--- src/rtl/serial_pkg.sv ---
// Shared definitions for the serial transmitter family.
// Holds the FSM state encoding and the parity mode constants.
// No logic lives here; importers decide how the values are used.
package serial_pkg;

  // Frame phases, in line order.
  typedef enum logic [2:0] {
    ST_IDLE   = 3'd0,
    ST_START  = 3'd1,
    ST_DATA   = 3'd2,
    ST_PARITY = 3'd3,
    ST_STOP   = 3'd4
  } state_t;

  // Parity modes selected by the PARITY parameter.
  localparam int PAR_NONE = 0;
  localparam int PAR_EVEN = 1;
  localparam int PAR_ODD  = 2;

endpackage

--- src/rtl/serial_bit_timer.sv ---
// Bit-period divider: tick marks the last clk cycle of every line bit.
// Latency: tick is decoded from the divider register, no extra delay.
// No backpressure; clear restarts the period so the first bit is exact.
module serial_bit_timer #(
  parameter int CLKS_PER_BIT = 1
) (
  input  logic clk,
  input  logic reset,
  input  logic clear,
  output logic tick
);

  // With CLKS_PER_BIT=1 the counter is pinned at zero and every cycle ticks.
  localparam int DIV_W = (CLKS_PER_BIT > 1) ? $clog2(CLKS_PER_BIT) : 1;
  localparam logic [DIV_W-1:0] LAST = DIV_W'(CLKS_PER_BIT - 1);

  logic [DIV_W-1:0] div_q;
  logic [DIV_W-1:0] div_d;

  // Next divider value: wrap at the end of a period or on restart.
  always_comb begin
    div_d = div_q + DIV_W'(1);
    if (clear || (div_q == LAST)) begin
      div_d = '0;
    end
  end

  // Divider register.
  always_ff @(posedge clk or posedge reset) begin
    if (reset) begin
      div_q <= '0;
    end else begin
      div_q <= div_d;
    end
  end

  assign tick = (div_q == LAST);

endmodule

--- src/rtl/serial_transmitter_p.sv ---
// Parametrised UART-style transmitter: start, DATA_W data bits, optional parity, 1-2 stop bits.
// Latency: accepting edge at k -> start bit on tx from k+1; done/ready at k+F+1.
// Start edges while busy are dropped (not queued); ready is high only in IDLE.
module serial_transmitter_p
  import serial_pkg::*;
#(
  parameter int DATA_W       = 8,
  parameter int CLKS_PER_BIT = 1,
  parameter int PARITY       = 0,
  parameter int STOP_BITS    = 1,
  parameter int MSB_FIRST    = 0
) (
  input  logic              clk,
  input  logic              reset,
  input  logic [DATA_W-1:0] data_in,
  input  logic              start,
  output logic              tx,
  output logic              ready,
  output logic              done
);

  localparam int CNT_W = (DATA_W > 1) ? $clog2(DATA_W) : 1;
  localparam logic [CNT_W-1:0] LAST_BIT = CNT_W'(DATA_W - 1);

  state_t            state_q, state_d;
  logic [DATA_W-1:0] shift_q, shift_d;
  logic [CNT_W-1:0]  bit_cnt_q, bit_cnt_d;
  logic              stop_q, stop_d;
  logic              par_q, par_d;
  logic              tx_q, tx_d;
  logic              ready_q, ready_d;
  logic              done_q, done_d;
  // Previous-cycle copy of start; resets high so a level held through reset is not an edge.
  logic              start_d_q;

  logic              accept;
  logic              tick;
  logic              stop_last;
  logic [DATA_W-1:0] load_word;

  assign accept    = (state_q == ST_IDLE) && start && !start_d_q;
  assign stop_last = (STOP_BITS == 1) || stop_q;

  serial_bit_timer #(
    .CLKS_PER_BIT(CLKS_PER_BIT)
  ) u_timer (
    .clk  (clk),
    .reset(reset),
    .clear(accept),
    .tick (tick)
  );

  // Word as it enters the shift register; MSB-first frames are bit-reversed so the FSM always shifts right.
  always_comb begin
    load_word = data_in;
    if (MSB_FIRST != 0) begin
      for (int i = 0; i < DATA_W; i++) begin
        load_word[i] = data_in[DATA_W-1-i];
      end
    end
  end

  // Next-state and registered-output logic; tx_d is the line value for the next cycle.
  always_comb begin
    state_d   = state_q;
    shift_d   = shift_q;
    bit_cnt_d = bit_cnt_q;
    stop_d    = stop_q;
    par_d     = par_q;
    tx_d      = tx_q;
    ready_d   = ready_q;
    done_d    = 1'b0;

    unique case (state_q)
      ST_IDLE: begin
        tx_d    = 1'b1;
        ready_d = 1'b1;
        if (accept) begin
          shift_d   = load_word;
          par_d     = (^data_in) ^ (PARITY == PAR_ODD);
          bit_cnt_d = '0;
          stop_d    = 1'b0;
          tx_d      = 1'b0;
          ready_d   = 1'b0;
          state_d   = ST_START;
        end
      end
      ST_START: begin
        if (tick) begin
          tx_d    = shift_q[0];
          state_d = ST_DATA;
        end
      end
      ST_DATA: begin
        if (tick) begin
          shift_d = shift_q >> 1;
          if (bit_cnt_q == LAST_BIT) begin
            bit_cnt_d = '0;
            if (PARITY != PAR_NONE) begin
              tx_d    = par_q;
              state_d = ST_PARITY;
            end else begin
              tx_d    = 1'b1;
              stop_d  = 1'b0;
              state_d = ST_STOP;
            end
          end else begin
            bit_cnt_d = bit_cnt_q + CNT_W'(1);
            tx_d      = shift_q[1];
          end
        end
      end
      ST_PARITY: begin
        if (tick) begin
          tx_d    = 1'b1;
          stop_d  = 1'b0;
          state_d = ST_STOP;
        end
      end
      ST_STOP: begin
        if (tick) begin
          if (stop_last) begin
            ready_d = 1'b1;
            done_d  = 1'b1;
            state_d = ST_IDLE;
          end else begin
            stop_d = 1'b1;
          end
        end
      end
      default: begin
        tx_d    = 1'b1;
        ready_d = 1'b1;
        state_d = ST_IDLE;
      end
    endcase
  end

  // State, datapath and output registers; reset abandons any frame in flight.
  always_ff @(posedge clk or posedge reset) begin
    if (reset) begin
      state_q   <= ST_IDLE;
      shift_q   <= '0;
      bit_cnt_q <= '0;
      stop_q    <= 1'b0;
      par_q     <= 1'b0;
      tx_q      <= 1'b1;
      ready_q   <= 1'b1;
      done_q    <= 1'b0;
      start_d_q <= 1'b1;
    end else begin
      state_q   <= state_d;
      shift_q   <= shift_d;
      bit_cnt_q <= bit_cnt_d;
      stop_q    <= stop_d;
      par_q     <= par_d;
      tx_q      <= tx_d;
      ready_q   <= ready_d;
      done_q    <= done_d;
      start_d_q <= start;
    end
  end

  assign tx    = tx_q;
  assign ready = ready_q;
  assign done  = done_q;

endmodule

--- config.mk ---
export PLATFORM = sky130hd
export DESIGN_NAME = serial_transmitter_p
export DESIGN_NICKNAME = d
export VERILOG_FILES = /design/src/rtl/serial_pkg.sv /design/src/rtl/serial_bit_timer.sv /design/src/rtl/serial_transmitter_p.sv
export SDC_FILE = /design/constraint.sdc
export NUM_CORES = 1
export LEC_CHECK = 0
export ABC_AREA = 1
export CAP_MARGIN = 20
export CORE_MARGIN = 2
export CORE_UTILIZATION = 57
export CTS_CLUSTER_DIAMETER = 200
export DETAILED_ROUTE_END_ITERATION = 12
export PLACE_DENSITY = 0.91
export SYNTH_ARGS = -nofsm -noshare
export SYNTH_HDL_FRONTEND = slang
export SYNTH_SLANG_ARGS = --single-unit
--- constraint.sdc ---
create_clock -name clk -period 3.9 [get_ports clk]
set_input_delay 0.585 -clock clk [delete_from_list [all_inputs] [get_ports clk]]
set_output_delay 0.585 -clock clk [all_outputs]
set_load 0.01 [all_outputs]
# After elaboration in Yosys (flattened, before gate mapping)
# Index checks and enable logic that the tools add are counted.
# op_classes
n_eq_ne	11
bitwise_logic	3
n_reduce_logical	11
addsub	2
n_mux	24
# ops
op	count
$mux W3	9
$mux W8	2
$pmux W8 S2	1
$pmux W3 S5	1
$ne A2 B2 Y1 const B	5
$mux W1	8
$eq A3 B2 Y1 const B	2
$eq A3 B3 Y1 const B	2
$pmux W3 S2	1
$reduce_and A6 Y1	1
$pmux W1 S5	1
$reduce_and A4 Y1	1
$add A3 B1 Y3 const B	1
$eq A3 B1 Y1 const B	1
$logic_not A3 Y1	1
$not A1 Y1	3
$pmux W1 S3	1
$reduce_and A3 Y1	1
$reduce_or A3 Y1	1
$logic_and A1 B1 Y1	2
$ne A2 B1 Y1 const B	1
$reduce_and A2 Y1	1
$reduce_bool A2 Y1	1
$add A1 B1 Y1 const B	1
2 further kinds	2
# totals
wordCells	59
in_bits	11
output_inout_bits	3
regBits	19

# Longest topological paths before layout
# logic_depth
depth_word	5
depth_mapped	9
ltp_nobuf	8

# By module
# A second synthesis with hierarchy kept.
# hier_totals
hier_cells	125
area_unflattened_um2	1052.3
# by_module_without_submodules
mod	area_per_inst_um2	seq_area_each_um2	n_inst	cells_per_inst
serial_transmitter_p	1016.0	454.2	1	121
serial_bit_timer	36.3	25.0	1	4

# Worst setup path before layout
# OpenSTA, ideal clock, no wires.
# synth_path
path_type	in2reg
from	in start
to	reg shift_q[4]
setup_ps	121
cell_stages	6
slack_ps	2629
required_ps	3779
t_arrival_ps	1150
n_path_buf	1
cell_sequence	nand2_1 nand3_2 nand2_4 nor2_8 buf_12 o21ai_1
# synth_via
elab_chain_cells	4
# synth_lines
item	line_no	source
start: declaration	serial_transmitter_p.sv:16	input logic start,
$logic_and A1 B1 Y1 (2 in a row)	serial_transmitter_p.sv:41	assign accept = (state_q == ST_IDLE) && start && !start_d_q;
$ne A2 B1 Y1 (no source line)	--	
$reduce_and A3 Y1 (no source line)	--	
end signal: assignment	serial_transmitter_p.sv:153	shift_q <= shift_d;
end: declaration	serial_transmitter_p.sv:26	logic [DATA_W-1:0] shift_q, shift_d;
# No other way between the ends.
# A chain may end at the register's enable or synchronous reset.

# Worst setup path in the final report
# layout_path
from	reg tx_q, in the netlist tx
to	out tx
# layout_rtl
item	line_no	source
start: declaration	serial_transmitter_p.sv:30	logic tx_q, tx_d;
start signal: assignment	serial_transmitter_p.sv:157	tx_q <= tx_d;
end: declaration	serial_transmitter_p.sv:17	output logic tx,
# No word-level cell between the ends.

==> impl.org <==
** Status
- The run finished with clean final reports.

** Synth
- Fraction of synthesis flops using an asynchronous set or reset pin :: 100%
- Top cells by area in the synthesized netlist :: sky130_fd_sc_hd__dfrtp_1 39%, sky130_fd_sc_hd__nand2_1 12%, sky130_fd_sc_hd__dfstp_2 7.7%
- EDFF count, synth :: 0
- Mean post-synth cell area :: 8.63 sq um
- The share of synthesized area in the top cell type comes to 39.0%.
- Yosys warns :: 0
- The number of nets in the synthesized netlist is 132.
- Leading area contributor after synthesis :: sky130_fd_sc_hd__dfrtp_1
- The cell count after synthesis came out at 119.
- The most used flip-flop cell after synthesis is sky130_fd_sc_hd__dfrtp_1.
- The cell area that synthesis handed to floorplanning was 1030 sq um.
- Flip-flop and latch count after synthesis :: 19
- Number of distinct library cell variants in the gate-level netlist after synthesis :: 24
- Post-synthesis sequential area ratio :: 46.7%

** Power and ir drop
- IR analysis of the VDD net gives a maximum drop of 556 uV.
- Combinational logic is responsible for 49.2% of the overall power.
- Total internal power :: 462 uW
- In this run, flip-flops and latches consume 38.2% of the power.
- Leakage power of the design :: 0.604 nW
- Summed over all nets, the switching power comes to 367 uW.
- Switching share of power :: 44.3%
- For this design the ratio of total power to cell area is 706 nW/um^2.
- Final Total Pwr :: 829 uW
- Part of the total power dissipated in the clock network :: 12.6%

** Worst setup path
- Buffer and inverter count on the worst path :: 1
- In this run the worst path has a maximum fanout of 2.
- The setup check on the worst reg-to-reg path leaves a slack of 2.38 ns.
- R2R depth :: 7
- Worst Path Required :: 3.31 ns
- On the critical path, the stage with the largest delay is an instance of sky130_fd_sc_hd__dfstp_2.
- Worst Path Arrival :: 1.39 ns
- In this run the number of cells on the critical path is 1.
- The worst register-to-register path ends at bit_cnt_q[2]$_DFFE_PP0P_.
- Family with the most delay on the worst path :: flip-flops
- Kind of launch point of the worst setup path :: flip-flop
- Type of the setup path with the least slack :: reg2out
- In this run the critical register-to-register path is launched from state_q[1]$_DFFE_PP0P_.
- The critical path goes through clkdlybuf4s50_1.
- Tracing the worst setup path back leads to its startpoint at tx$_DFFE_PP1P_.
- Nature of the critical path endpoint :: output port
- In this design, the stage delay of the slowest critical-path cell is 0.55 ns.
- Following the worst setup path forward leads to its endpoint at tx.

** Floorplan
- IO Count :: 14
- In this run the standard cell core region covers 1710 sq um.
- The floorplan step defined a die boundary enclosing 2160 sq um.
- Chip Width :: 46.5 microns
- Initial core utilization :: 60.1%
- Std-Cell Rows :: 15
- From bottom edge to top edge, the die measures 46.5 microns.

** Global routing
- Global-route track usage on met1 :: 25.6%
- Fraction of met3 tracks used by global routing :: 3.53%
- The via count of the first global-routing pass was 715.
- Antenna violations before repair :: 0
- Gr usage total :: 20.3%
- met2 is the most crowded layer.
- Global routing usage on met2 :: 31.4%
- Maximum number of pins on one net before global-route repair :: 20
- First-pass GRT wire length :: 2.95 mm
- Total grt overflow :: 0

** CTS
- The clock reaches the later pin of the worst-skew pair after 0.31 ns.
- Post-CTS timing repair inserted 0 buffers for setup.
- TritonCTS built the clock tree.
- The clock passes through at most 2 buffers.
- The tree built by TritonCTS fans out to 19 sinks.
- Clock root buffer master :: sky130_fd_sc_hd__clkbuf_4
- Post-CTS repair changed the size of 0 cells.
- After clock tree synthesis, the flow added hold-fix buffers numbering 0.
- H-tree levels :: 1
- Clock input transition at the sequential cells of the worst setup and hold paths :: 0.11 ns
- Clock tree synthesis inserted a total of 3 buffers.

** STA
- Final sum of negative setup slack :: 0 ns
- The number of failing hold endpoints at the final stage was 0.
- The number of max-slew violations in the final report was 0.
- Worst rel slew slack :: 53.5%
- Hold Slack :: 0.474 ns
- Derived from the worst setup path, the maximum achievable clock frequency is 507 MHz.
- The clock period could shrink to 1.97 ns.
- For the pin with the worst max-slew slack, the measured transition is 0.696 ns.
- Setup repair after global routing left no endpoint under its margin.
- Setup violations remaining at the end of the flow were counted as 0.
- Period Utilization, post-route :: 50.6%
- Worst-case clock skew :: 0.00385 ns
- Slack of the critical path :: 1.93 ns

** Place
- Placer's final routability congestion estimate :: 0.925
- Count of port buffers added during placement :: 13
- Half-perimeter wire length of the detailed placement result :: 1.36 mm
- Number of placed cells counting well taps :: 154
- Post-placement setup slack :: 1.88 ns
- Placed inst area :: 1150 sq um

** Route
- For this run, the detailed router's first-pass iteration total came to 4.
- Final wirelength :: 1.80 mm
- Vias :: 823
- In this run the remaining antenna-violating nets after routing total 0.
- Dividing the detail-routed via count by the number of cells gives 5.21.
- Wire per inst :: 11.4 microns
- After the first detailed-routing iteration, the DRC count stood at 27.
- DRC violations left :: 0

** Final layout
- Filler Cells Inserted :: 127
- Of the cells placed in the final design, the portion with a size suffix greater than 1 is 19.5%.
- Layout area overhead :: 14.3%
- Most frequent cells in the layout :: 33 x sky130_fd_sc_hd__nand2_1, 16 x sky130_fd_sc_hd__dfrtp_1, 14 x sky130_fd_sc_hd__inv_1, 13 x sky130_fd_sc_hd__clkdlybuf4s50_1, 9 x sky130_fd_sc_hd__o21ai_1
- Once layout is done, the placed cells without fillers occupy 1170 sq um.
- Antenna diode instance count :: 0
- Registers take 479 sq um.
- Measured on the finished design, the core utilization comes to 68.7%.
- In the final layout, the multi-input gates occupy 442 sq um.
- The library cell used most frequently in the layout, excluding fill and tap cells, is sky130_fd_sc_hd__nand2_1.
- Excluding fillers, the count of instances in the completed layout stands at 158.
- Number of nets in the finished design :: 147

** Run
- Across the run, the number of max-cap violations was 0.

** Worst hold path
- In this run the worst hold path is classified as reg2reg.
- Worst hold path cell count :: 2
-- how the worst min path moves through the flow --
stage | slack [ns] | start | endpoint
global placement | 0.45 | tx$_DFFE_PP1P_ | tx$_DFFE_PP1P_
finish | 0.47 | tx$_DFFE_PP1P_ | tx$_DFFE_PP1P_
CTS | 0.48 | tx$_DFFE_PP1P_ | tx$_DFFE_PP1P_
detailed placement | 0.46 | tx$_DFFE_PP1P_ | tx$_DFFE_PP1P_
global route | 0.51 | tx$_DFFE_PP1P_ | tx$_DFFE_PP1P_
floorplan | 0.45 | bit_cnt_q[1]$_DFFE_PP0P_ | bit_cnt_q[1]$_DFFE_PP0P_
-- Yosys cell counts (3+ instances only) --
cell type                 number
sky130_fd_sc_hd__nand2_1      33
sky130_fd_sc_hd__dfrtp_1      16
sky130_fd_sc_hd__inv_1        14
sky130_fd_sc_hd__o21ai_1       9
sky130_fd_sc_hd__nor2_1        6
sky130_fd_sc_hd__o21ai_2       6
sky130_fd_sc_hd__nand3_1       5
sky130_fd_sc_hd__dfstp_2       3
sky130_fd_sc_hd__inv_2         3
sky130_fd_sc_hd__nand3_2       3
sky130_fd_sc_hd__o21ai_0       3
-- state kept, by name (all words and copies together) (netlist names) --
name and count:
u_timer.div_q 1, state_q 3, ready 1, shift_q 8, tx 1, bit_cnt_q 3
start_d_q 1, done 1
-- cell type report --
class,count,share of cell area [%]
clock inverters,1,0.426
multi-input cells,80,37.6
flip-flops and latches,19,40.8
clock buffers,3,1.92
inverters,17,5.44
repair buffers,13,11.1
well taps,25,2.67
-- power by group through the flow --
stage	combinational, mW	sequential (mW)	clock [mW]
CTS	0.412	0.316	0.104
global route	0.461	0.326	0.108
global placement	0.391	0.318	0
finish	0.408	0.316	0.105
floorplan	0.369	0.313	0
detailed placement	0.410	0.321	0
-- cell families after synthesis --
group	Yosys count	synth area share [%]
AOI/OAI and AO/OA	20	12.2
adders and majority gates	2	2.44
buffers and inverters	20	10.4
DFF	19	46.7
other	1	0.365
and+or+nand+nor	57	28.0
-- layer usage --
metal  up-vias  share of wire [%]
met3         6                3.3
li1        409                  -
met1       392                 43
met5         -                  0
met2        16                 51
met4         0                2.8
Power figures use the tool's default switching activity.
